==> config.mk <==
export PLATFORM = sky130hd
export DESIGN_NAME = pipe_stage_skid
export DESIGN_NICKNAME = d
export VERILOG_FILES = /design/src/rtl/pipe_pkg.sv /design/src/rtl/pipe_data_reg.sv /design/src/rtl/pipe_stage_skid.sv
export SDC_FILE = /design/constraint.sdc
export NUM_CORES = 1
export LEC_CHECK = 0
export ABC_AREA = 1
export CAP_MARGIN = 40
export CORE_MARGIN = 2
export CORE_UTILIZATION = 40
export DETAILED_ROUTE_END_ITERATION = 10
export PLACE_DENSITY = 0.67
export SLEW_MARGIN = 25
export SYNTH_ARGS = -nofsm -noshare
export SYNTH_HDL_FRONTEND = slang
export SYNTH_SLANG_ARGS = --single-unit
==> constraint.sdc <==
create_clock -name clk -period 3.95 [get_ports clk]
set_clock_uncertainty 0.05 [all_clocks]
set_input_delay 0.79 -clock clk [delete_from_list [all_inputs] [get_ports clk]]
set_output_delay 0.79 -clock clk [all_outputs]
set_load 0.05 [all_outputs]
==> src/rtl/pipe_pkg.sv <==
// Shared definitions for the valid/ready pipeline stage registers.
package pipe_pkg;

   // Occupancy state of a skid stage; the encoding doubles as the entry count.
   typedef enum logic [1:0] {
      PIPE_EMPTY = 2'd0,
      PIPE_ONE   = 2'd1,
      PIPE_TWO   = 2'd2
   } pipe_state_t;

   // MEM/WB payload: wreg, m2reg, mo[31:0], alu[31:0], rn[4:0].
   localparam int PIPE_MEMWB_W = 71;

endpackage

==> src/rtl/pipe_data_reg.sv <==
// Load-enabled payload register with asynchronous active-low clear to zero.
module pipe_data_reg #(
   parameter int W = 8
) (
   input  logic         clk,
   input  logic         clrn,
   input  logic         en_i,
   input  logic [W-1:0] d_i,
   output logic [W-1:0] q_o
);

   logic [W-1:0] data_q;

   // Capture the payload when enabled; clear on reset.
   always_ff @(posedge clk or negedge clrn) begin
      if (!clrn) data_q <= '0;
      else if (en_i) data_q <= d_i;
   end

   assign q_o = data_q;

endmodule

==> src/rtl/pipe_stage_skid.sv <==
// Pipeline stage register with valid/ready handshake and a one-entry skid
// buffer. in_ready is decoded from the state register only, so there is no
// combinational path from out_ready to in_ready.
// Optional feature macro: PIPE_FLUSH_EN adds a synchronous flush input.
module pipe_stage_skid
   import pipe_pkg::*;
#(
   parameter int DATA_W = PIPE_MEMWB_W
) (
   input  logic              clk,
   input  logic              clrn,
   input  logic              in_valid,
   output logic              in_ready,
   input  logic [DATA_W-1:0] in_data,
   output logic              out_valid,
   input  logic              out_ready,
   output logic [DATA_W-1:0] out_data,
`ifdef PIPE_FLUSH_EN
   input  logic              flush,
`endif
   output logic [1:0]        occupancy
);

   pipe_state_t       state_q, state_d;
   logic              in_fire, out_fire;
   logic              m_ld, s_ld, m_from_s;
   logic [DATA_W-1:0] m_d, m_q, s_q;

   assign in_fire  = in_valid & in_ready;
   assign out_fire = out_valid & out_ready;
   assign m_d      = m_from_s ? s_q : in_data;

   pipe_data_reg #(.W(DATA_W)) u_main (
      .clk  (clk),
      .clrn (clrn),
      .en_i (m_ld),
      .d_i  (m_d),
      .q_o  (m_q)
   );

   pipe_data_reg #(.W(DATA_W)) u_skid (
      .clk  (clk),
      .clrn (clrn),
      .en_i (s_ld),
      .d_i  (in_data),
      .q_o  (s_q)
   );

   // State register; reset discards all held entries immediately.
   always_ff @(posedge clk or negedge clrn) begin
      if (!clrn) state_q <= PIPE_EMPTY;
      else       state_q <= state_d;
   end

   // Next state and data-register load enables; encoding 3 behaves as EMPTY.
   always_comb begin
      state_d  = state_q;
      m_ld     = 1'b0;
      s_ld     = 1'b0;
      m_from_s = 1'b0;
      case (state_q)
         PIPE_ONE: begin
            if (in_fire && out_fire) begin
               m_ld = 1'b1;
            end else if (in_fire) begin
               s_ld    = 1'b1;
               state_d = PIPE_TWO;
            end else if (out_fire) begin
               state_d = PIPE_EMPTY;
            end
         end
         PIPE_TWO: begin
            if (out_fire) begin
               m_ld     = 1'b1;
               m_from_s = 1'b1;
               state_d  = PIPE_ONE;
            end
         end
         default: begin
            if (in_fire) begin
               m_ld    = 1'b1;
               state_d = PIPE_ONE;
            end else begin
               state_d = PIPE_EMPTY;
            end
         end
      endcase
`ifdef PIPE_FLUSH_EN
      // Flush wins over everything; an offered payload is dropped.
      if (flush) begin
         state_d = PIPE_EMPTY;
         m_ld    = 1'b0;
         s_ld    = 1'b0;
      end
`endif
   end

   // Output decode from the state register only.
   always_comb begin
      out_valid = 1'b0;
      in_ready  = 1'b1;
      occupancy = 2'd0;
      case (state_q)
         PIPE_ONE: begin
            out_valid = 1'b1;
            occupancy = 2'd1;
         end
         PIPE_TWO: begin
            out_valid = 1'b1;
            in_ready  = 1'b0;
            occupancy = 2'd2;
         end
         default: ;
      endcase
   end

   assign out_data = m_q;

endmodule
==> metrics.md <==
| Metric | Value |
|---|---|
| Pre-CTS WS | 1.05 ns |
| Sequential share of power | 0.319 |
| Top post-synthesis cells by area | sky130_fd_sc_hd__dfrtp_1 (57%), sky130_fd_sc_hd__nand2_1 (17%), sky130_fd_sc_hd__a21oi_1 (5.6%) |
| NetSw | 3.52 mW |
| Flip-flop and latch count after synthesis | 144 |
| Post-Route WL | between 10,000 and 15,000 um |
| Max FO, Critical Path | 4 |
| Post_cts resized | 0 |
| Number of max-cap violations | 0 |
| Routed vias/inst | 4.63 |
| Synthesized instance count | between 700 and 800 |
| Total design power | 7.98 mW |
| Cell area after placement | 7980 um^2 |
| Non-filler cells in the finished layout | 1,147 |
| Slowest stage delay, CP | just under 0.8 ns |
| Maximum number of pins on one net before global-route repair | 85 |
| Data required time at the worst endpoint | 3.11 ns |
| Synth warn | 0 |
| Relative max-transition margin | 0.548 |
| Starting density of the core | 0.411 |
| CORE AREA | 15,300 um^2 |
| Total global routing overflow | 0 |
| Number of sinks on the clock net | about 140 |
| Maximum level of the CTS H-tree | 4 |
| Power density normalized to cell area | 926 nW/um^2 |
| Path type of the worst setup path | register to output port |
| FF-to-FF setup slack | 1.64 ns |
| Clk network pwr share | 0.209 |
| Number of DRC violations after detailed-routing iteration 0 | 378 |
| Standard-cell rows | 45 |
| Setup_tns | 0 ns |
| Final Cycle Share | 0.736 |
| Antenna Diode Count | 0 |
| Comb pwr share | 0.472 |
| CTS root buf | sky130_fd_sc_hd__clkbuf_16 |
| TritonCTS clock tree | built |
| Sw frac | 0.441 |
| Sequential fraction of the synthesis area | 0.573 |
| Die Ht | between 100 and 150 um |
| Initial antenna violation count | 0 |
| Top cell type's share of synthesized area | 0.573 |
| Hold buffer count at CTS | 0 |
| DPL Wire Length | 9310 um |
| Die area | roughly 17,000 um^2 |
| Startpoint of the worst setup timing path | state_q[0]$_DFFE_PN0P_ |
| Via count | roughly 5,300 |
| Placer's final routability congestion estimate | between 0.7 and 0.8 |
| Total clock buffers created by CTS | 17 |
| Post-route DRC violation count | 0 |
| Class of the tightest hold or removal check | primary input to asynchronous set/reset pin |
| Post-Place Cells | 1,114 |
| VDD IR max | 543 uV |
| Critical path data arrival time | 2.07 ns |
| Register-to-Register Path Depth | 10 |
| Measured slew at the worst slew-check pin | approximately 0.68 ns |
| Via count of the first global-routing pass | 4,987 |
| Outcome | completed |
| Synthesis-to-finish area growth | 37.0% |
| Critical R2R Capture | u_main.q_o[20]$_DFFE_PN0P_ |
| Crit. End Element | output port |
| Critical Path Source Type | register |
| Post CTS Setup Buffer Count | 0 |
| Horizontal extent of the die | about 130 um |
| 1st-pass router iterations | 5 |
| Series of cell instances along the critical path | inv_1 -> ha_1 -> inv_2 -> clkdlybuf4s50_1 |
| Total setup violations reported at the end of the flow | 0 |
| Number of pins with negative max-slew slack in the final report | 0 |
| Post-layout instance area | 8620 um^2 |
| Share of cells above drive strength 1 | 0.0534 |
| Clk_lat worst skew | 0.42 ns |
| Maximum achievable frequency | 0.344 GHz |
| Top-Level Pins | 150 |
| Highest-count cells in the layout ignoring fill and taps | sky130_fd_sc_hd__nand2_1 (292), sky130_fd_sc_hd__clkdlybuf4s50_1 (148), sky130_fd_sc_hd__dfrtp_1 (144) |
| Fin. Hold Viols | 0 |
| Netlist cell types | 17 |
| Clk buf depth | 2 |
| Synthesized area per cell | 7.96 um^2 |
| Worst flop-to-flop path startpoint | state_q[0]$_DFFE_PN0P_ |
| Clock input transition at the sequential cells of the worst setup and hold paths | approximately 0.060 ns |
| Minimum period implied by the final worst setup slack | 2.91 ns |
| Worst Hold Margin | between 0.15 and 0.2 ns |
| Commonest non-fill, non-tap cell in the layout | sky130_fd_sc_hd__nand2_1 |
| Unrepaired setup endpoints after global routing | false |
| Netlist area before placement | 6290 um^2 |
| Cell type of the slowest stage on the worst timing path | sky130_fd_sc_hd__clkdlybuf4s50_1 |
| Core occupancy in the finished layout | 0.563 |
| Least setup slack across all paths after layout | 1.04 ns |
| Number of nets in the synthesized netlist | slightly below 900 |
| WL per Instance | 12.8 um |
| First-pass GRT wire length | 24,400 um |
| Cell-internal power | 4.46 mW |
| Post-layout nets | 1,000 |
| Post-synthesis cell type with the largest combined area | sky130_fd_sc_hd__dfrtp_1 |
| Leak Pwr | 4.44 nW |
| IO Port Bufs | 149 |
| Number of nets still failing antenna checks after routing | 0 |
| Total routing resource utilization after global routing | 0.186 |
==> flip-flops by register name, indices dropped and copies added (netlist names) <==
register / flops
u_skid.q_o: 71
state_q: 2
u_main.q_o: 71
==> layer usage <==
| layer | share of wire | GRT usage | up-vias |
|---|---|---|---|
| met1 | 0.48 | 0.265 | 2469 |
| met4 | 0.011 | 0.0582 | 0 |
| met3 | 0.054 | 0.0545 | 13 |
| met5 | 0 | 0 | - |
| li1 | - | - | 2697 |
| met2 | 0.45 | 0.275 | 132 |
==> how the worst max path moves through the flow <==
stage	endpoint	depth (start not counted)
6_report	out_valid	4
5_1_grt	out_valid	4
4_1_cts	out_valid	4
3_5_place_dp	u_main.q_o[17]$_DFFE_PN0P_	10
3_3_place_gp	u_main.q_o[6]$_DFFE_PN0P_	10
2_1_floorplan	in_ready	3
==> worst max-delay path, delay by kind of cell, from the launching register on <==
family | cells | cell delay, ns
buf+inv | 3 | 0.92
fa+ha+maj | 1 | 0.34
flops | 1 | 0.38
==> final cells by class <==
class                           instances  area (um^2)
Fill cell                            1448         6700
Sequential cell                       144         3600
Multi-Input combinational cell        523         2200
Timing Repair Buffer                  158         1640
Clock buffer                           20          447
Inverter                               79          297
Tap cell                              211          264
Clock inverter                         12          165
==> synth_stat cells <==
cell type                    n
sky130_fd_sc_hd__clkbuf_1   12
sky130_fd_sc_hd__nor2_2      1
sky130_fd_sc_hd__nand3_1     6
sky130_fd_sc_hd__inv_1      74
sky130_fd_sc_hd__o21ai_1     4
sky130_fd_sc_hd__o21ai_0    67
sky130_fd_sc_hd__nand2_2     1
sky130_fd_sc_hd__ha_1        2
sky130_fd_sc_hd__nor2_1     76
sky130_fd_sc_hd__a21oi_1    71
sky130_fd_sc_hd__buf_4       1
sky130_fd_sc_hd__nand2_1   293
sky130_fd_sc_hd__buf_2      31
sky130_fd_sc_hd__inv_2       5
sky130_fd_sc_hd__nor2_4      1
sky130_fd_sc_hd__nand3_2     1
sky130_fd_sc_hd__dfrtp_1   144
==> kinds of logic after synthesis <==
group,Yosys count,share of synthesized area
adders and majority gates,2,0.00398
DFF,144,0.573
AOI/OAI and AO/OA,142,0.113
and+or+nand+nor,379,0.230
buffers and inverters,123,0.0801
==> power by group through the flow <==
stage / combinational, mW / sequential [mW] / clock [mW]
2_1_floorplan: 1.36 / 3.73 / 0
3_3_place_gp: 3.74 / 2.55 / 0
3_5_place_dp: 3.80 / 2.55 / 0
4_1_cts: 3.82 / 2.55 / 1.70
5_1_grt: 4.12 / 2.62 / 1.77
6_report: 3.77 / 2.55 / 1.67
(Power assumes the default switching activity.)
